[src/rtl/pe_psum_acc.sv]
// Per-column psum accumulator: bias preload, accumulate len psums, then round/shift/ReLU/saturate
// to one signed activation presented on a valid/ready handshake.
//
// state | meaning
// IDLE  | waiting for a start with non-zero length
// ACC   | accepting psums, o_psum_ready high
// OUT   | result held on o_out_data until i_out_ready
module pe_psum_acc #(
   parameter int COLUMN_OUT_WIDTH = 19,
   parameter int ACC_WIDTH        = 32,
   parameter int DATA_WIDTH       = 8,
   parameter int BIAS_WIDTH       = 16,
   parameter int CNT_WIDTH        = 8
) (
   input  logic                        i_clk,
   input  logic                        i_rst,
   input  logic                        i_start,
   input  logic [CNT_WIDTH-1:0]        i_acc_len,
   input  logic [BIAS_WIDTH-1:0]       i_bias,
   input  logic [3:0]                  i_shift,
   input  logic                        i_relu,
   input  logic                        i_clear,
   input  logic                        i_psum_valid,
   input  logic [COLUMN_OUT_WIDTH-1:0] i_psum_column,
   output logic                        o_psum_ready,
   output logic                        o_busy,
   output logic                        o_out_valid,
   input  logic                        i_out_ready,
   output logic [DATA_WIDTH-1:0]       o_out_data
);

   typedef enum logic [1:0] {IDLE, ACC, OUT} state_t;

   localparam logic signed [ACC_WIDTH-1:0] SAT_MAX = ACC_WIDTH'((1 << (DATA_WIDTH - 1)) - 1);
   localparam logic signed [ACC_WIDTH-1:0] SAT_MIN = ~SAT_MAX;

   state_t                       state;
   logic signed [ACC_WIDTH-1:0]  acc;
   logic [CNT_WIDTH-1:0]         count;
   logic [CNT_WIDTH-1:0]         len_q;
   logic [3:0]                   shift_q;
   logic                         relu_q;

   logic signed [ACC_WIDTH-1:0]  bias_ext;
   logic signed [ACC_WIDTH-1:0]  psum_ext;
   logic signed [ACC_WIDTH-1:0]  acc_sum;
   logic signed [ACC_WIDTH-1:0]  rounded;
   logic signed [ACC_WIDTH-1:0]  shifted;
   logic signed [ACC_WIDTH-1:0]  relu_val;
   logic [DATA_WIDTH-1:0]        result;
   logic [CNT_WIDTH-1:0]         count_inc;
   logic                         last_psum;

   assign bias_ext  = {{(ACC_WIDTH - BIAS_WIDTH){i_bias[BIAS_WIDTH-1]}}, i_bias};
   assign psum_ext  = {{(ACC_WIDTH - COLUMN_OUT_WIDTH){i_psum_column[COLUMN_OUT_WIDTH-1]}},
                       i_psum_column};
   assign acc_sum   = acc + psum_ext;
   assign count_inc = count + CNT_WIDTH'(1);
   assign last_psum = (count_inc == len_q);

   // Result is computed from acc_sum so the final psum lands in o_out_data on its accept edge.
   always_comb begin
      rounded = acc_sum;
      if (shift_q != 4'd0) begin
         rounded = acc_sum + (ACC_WIDTH'(1) << (shift_q - 4'd1));
      end
      shifted  = rounded >>> shift_q;
      relu_val = shifted;
      if (relu_q && (shifted < 0)) begin
         relu_val = '0;
      end
      if (relu_val > SAT_MAX) begin
         result = SAT_MAX[DATA_WIDTH-1:0];
      end else if (relu_val < SAT_MIN) begin
         result = SAT_MIN[DATA_WIDTH-1:0];
      end else begin
         result = relu_val[DATA_WIDTH-1:0];
      end
   end

   always_ff @(posedge i_clk or posedge i_rst) begin
      if (i_rst) begin
         state        <= IDLE;
         acc          <= '0;
         count        <= '0;
         len_q        <= '0;
         shift_q      <= '0;
         relu_q       <= 1'b0;
         o_psum_ready <= 1'b0;
         o_busy       <= 1'b0;
         o_out_valid  <= 1'b0;
         o_out_data   <= '0;
      end else if (i_clear) begin
         state        <= IDLE;
         acc          <= '0;
         count        <= '0;
         o_psum_ready <= 1'b0;
         o_busy       <= 1'b0;
         o_out_valid  <= 1'b0;
      end else begin
         case (state)
            IDLE: begin
               if (i_start && (i_acc_len != '0)) begin
                  state        <= ACC;
                  acc          <= bias_ext;
                  count        <= '0;
                  len_q        <= i_acc_len;
                  shift_q      <= i_shift;
                  relu_q       <= i_relu;
                  o_psum_ready <= 1'b1;
                  o_busy       <= 1'b1;
               end
            end
            ACC: begin
               if (i_psum_valid) begin
                  acc   <= acc_sum;
                  count <= count_inc;
                  if (last_psum) begin
                     state        <= OUT;
                     o_psum_ready <= 1'b0;
                     o_out_valid  <= 1'b1;
                     o_out_data   <= result;
                  end
               end
            end
            OUT: begin
               if (i_out_ready) begin
                  state       <= IDLE;
                  o_out_valid <= 1'b0;
                  o_busy      <= 1'b0;
               end
            end
            default: begin
               state        <= IDLE;
               o_psum_ready <= 1'b0;
               o_busy       <= 1'b0;
               o_out_valid  <= 1'b0;
            end
         endcase
      end
   end

endmodule

[config.mk]
export PLATFORM = sky130hd
export DESIGN_NAME = pe_psum_acc
export DESIGN_NICKNAME = d
export VERILOG_FILES = /design/src/rtl/pe_psum_acc.sv
export SDC_FILE = /design/constraint.sdc
export NUM_CORES = 1
export LEC_CHECK = 0
export ABC_AREA = 0
export CAP_MARGIN = 25
export CORE_AREA = 5 5 135 137
export DETAILED_ROUTE_END_ITERATION = 8
export DIE_AREA = 0 0 140 142
export PLACE_DENSITY = 0.72
export SLEW_MARGIN = 20
export SYNTH_ARGS = -nofsm -noshare
export SYNTH_HDL_FRONTEND = slang
export SYNTH_SLANG_ARGS = --single-unit
[constraint.sdc]
create_clock -name i_clk -period 7.3 [get_ports i_clk]
set_clock_uncertainty 0.2 [all_clocks]
set_input_delay 2.19 -clock i_clk [delete_from_list [all_inputs] [get_ports i_clk]]
set_output_delay 2.19 -clock i_clk [all_outputs]
set_load 0.1 [all_outputs]
==> impl_metrics.toml <==
[layout]
nets = 1629
antenna_cells = 0
layout_common_cells = "buf_4, nand2_1, nor2_1"
nFillCells = 1258
final_util_pct = 75.2
area_growth_pct = 46.5
final_cell_area_um2 = 12700
final_common_cell = "buf_4"
drive_gt1_share_pct = 33.3

[grt]
grt_overflow = 0
first_global_vias = 10900
grt_max_degree = 67
grt_pass1_wl_mm = 53.7
antenna_found_initial = 0
grtUsageTotal_pct = 32.7

[clock_tree]
cts.sinks = 66
holdBufCountCts = 0
cts.path.max_buffers = 2
clk_pin_slew_ns = 0.06
cts_buffers = 9
clk_latency_ns = 0.35
cts-root-buf = "clkbuf_16"
cts_tree = "done"
htree_levels = 3

[placement]
hpwl_mm = 24.6
dpl_cell_area_um2 = 11700
port_buffers = 64
place_ws_ns = -1.32
place_congestion = 0.954

[power]
p_leak_nw = 5.72
seq_power_share_pct = 11.8
pwr-share-comb_pct = 77.5
p_sw_share_pct = 46.6
ir_worst_vdd_uv = 200
pwr-share-clk_pct = 10.7
power_density_nw_per_um2 = 308
p_int_mw = 2.10
power_switching_mw = 1.83

[sta]
hold_viol_final = 0
fin_hold_ws_ns = 0.286
max-slew-margin-rel_pct = 33.6
drv_slew = 0
max_slew.worst_pin.slew_ns = 0.994
setup_slack_ns = -0.511
final-setup-viol-count = 7
rsz0062_at_grt = "yes"
clock.fmax_ghz = 0.128
timing.final.crit_share_pct = 107
finalCriticalPeriod_ns = 7.81

[yosys]
ys.flop_type = "dfrtp_1"
syn-instance-count = 1183
syn_area_um2 = 8690
synth_edf_count = 0
ys_seq_area_share_pct = 19.0
avgSynthCellArea_um2 = 7.35
async_reset_ff_share_pct = 100
synth_cell_types = 95
yosys_warnings = 0
synth_fp_nets = 1287
ys_ff_latch = 66

[floorplan]
placementRows = 48
die-area_um2 = 19900
start_util_pct = 51.3
coreArea_um2 = 16900
die_h_um = 142
fp.dieW_um = 140
ios = 65

[critical_path]
r2r-start = "shift_q[3]$_DFFE_PP0P_"
r2r_cells = 23
cp-start-kind = "input port"
critPathMaxFanout = 7
cp.required_ns = 7.33
critPathArrivalTime_ns = 7.84
end_kind = "register"
startpoint = "i_psum_column[0]"
r2r_slack_ns = 0.89
reg2reg_to = "o_out_data[6]$_DFFE_PP0P_"
critPathCapture = "o_out_data[6]$_DFFE_PP0P_"
path_class = "input port to register"

[status]
status = "finished with violations"
violations = "negative setup slack"

[worst_hold_path]
hold_path.class = "register to register"

[drt]
ant_nets = 0
dr.max_layer_used = "met4"
first_iter_violations = 1024
avgRoutedWirePerCell_um = 19.1
vias = 11000
viasPerCell = 6.27
route.detailed.drc = 0
routed_wl_mm = 33.5
wl_met1_mm = 13.5
drt_first_pass_iters = 5
wl_met2_mm = 16.0
route.met3.wl_mm = 2.39

[run]
maxCapViolCount = 0
[cell usage after synthesis (8+ instances only)]
library cell | instances | share of area [%]
a211o_1 | 9 | 0.91
a211oi_1 | 21 | 1.8
a21o_1 | 30 | 2.6
a21oi_1 | 103 | 5.9
a31oi_1 | 16 | 1.2
and2_1 | 12 | 0.86
and3_1 | 17 | 1.2
and4_1 | 13 | 1.3
buf_2 | 15 | 0.86
clkbuf_1 | 48 | 2.1
dfrtp_1 | 66 | 19
ha_1 | 48 | 6.9
inv_1 | 24 | 1.0
mux2_2 | 15 | 1.9
mux2i_1 | 25 | 2.9
nand2_1 | 149 | 6.4
nand3_1 | 32 | 1.8
nand4_1 | 24 | 1.7
nor2_1 | 127 | 5.5
nor3_1 | 32 | 1.8
nor4_1 | 15 | 1.1
o211ai_1 | 14 | 1.2
o21a_1 | 12 | 1.0
o21ai_0 | 91 | 5.2
o21ai_1 | 10 | 0.58
o31ai_1 | 10 | 0.86
or2_2 | 10 | 0.72
or3_1 | 8 | 0.58
xnor2_1 | 27 | 2.7
xor2_1 | 27 | 2.7
[cells by family after synthesis]
logic type               after synthesis  share of synthesized area [%]
AO/OA/AOI/OAI                        400                           30.9
XOR/XNOR                              56                           5.81
adder cells (fa/ha/maj)               50                           7.37
buffers and inverters                 96                           4.53
flip-flops                            66                           19.0
multiplexers                          46                           6.37
AND/OR/NAND/NOR                      469                           26.0
[how the worst min path moves through the flow]
stage / from / endpoint / cells past startpoint
finish: acc[16]$_DFFE_PP0P_ / acc[16]$_DFFE_PP0P_ / 1
floorplan: acc[2]$_DFFE_PP0P_ / acc[2]$_DFFE_PP0P_ / 2
detailed placement: acc[16]$_DFFE_PP0P_ / acc[16]$_DFFE_PP0P_ / 1
CTS: acc[16]$_DFFE_PP0P_ / acc[16]$_DFFE_PP0P_ / 1
global placement: acc[16]$_DFFE_PP0P_ / acc[16]$_DFFE_PP0P_ / 1
global route: acc[16]$_DFFE_PP0P_ / acc[16]$_DFFE_PP0P_ / 1
[worst max-delay path, stage by stage]
cell and delay (ns):
buf_6 0.10, ha_4 0.16, fa_2 0.37, buf_4 0.16, a21o_1 0.15, a21oi_1 0.19
xnor2_1 0.19, ha_1 0.31, a21o_1 0.23, a31o_2 0.26, o2111ai_2 0.24, nand2_2 0.08
o41a_1 0.41, buf_4 0.15, and4_4 0.17, xnor2_2 0.14, o21ai_1 0.15, o22ai_2 0.11
mux4_2 0.46, a31o_1 0.21, or4_4 0.50, o31ai_4 0.22, nand3_2 0.12, o32ai_4 0.32
buf_12 0.16, a21oi_1 0.06
[layout make-up]
cell class | instances | area (um^2) | share of cell area, %
Clock buffer | 9 | 225 | 1.77
Clock inverter | 7 | 55.1 | 0.432
Inverter | 25 | 93.8 | 0.737
Multi-Input combinational cell | 1022 | 7240 | 56.9
Sequential cell | 66 | 1650 | 13.0
Tap cell | 225 | 282 | 2.21
Timing Repair Buffer | 401 | 3190 | 25.0
[power groups by stage]
stage / Clock [mW] / Combinational, mW / Sequential [mW]
floorplan: 0 / 1.49 / 0.505
global placement: 0 / 2.70 / 0.461
detailed placement: 0 / 2.73 / 0.463
CTS: 0.425 / 2.92 / 0.462
global route: 0.440 / 3.24 / 0.470
finish: 0.422 / 3.04 / 0.463
[flip-flops by register name, summed over array words and instances, names as in the netlist]
name and flops:
state 2, o_out_valid 1, count 8, o_out_data 8, o_psum_ready 1, acc 32, relu_q 1, shift_q 4
len_q 8, o_busy 1
[layer usage]
metal	GRT usage [%]	vias to the layer above
met3	5.07	139
li1	-	5095
met5	0	-
met4	14.6	0
met2	56.1	520
met1	40.9	5247
[repair_timing]
action / CTS / global route
buffers inserted: 21 / 3
pin swaps: 51 / 5
gates cloned: 1 / 0
gates resized for setup: 95 / 16
setup endpoints to repair: 7 / 7
[through the flow]
step / TNS (ns) / std cells / total power [mW]
6_report: -3.53 / 1755 / 3.93
5_1_grt: -4.96 / 1755 / 4.15
4_1_cts: -1.40 / 1752 / 3.80
3_5_place_dp: -9.15 / 1714 / 3.20
3_3_place_gp: -8.46 / 1714 / 3.16
2_1_floorplan: -3.39 / 1183 / 1.99
Note: power is estimated with default switching activity, not from simulation.
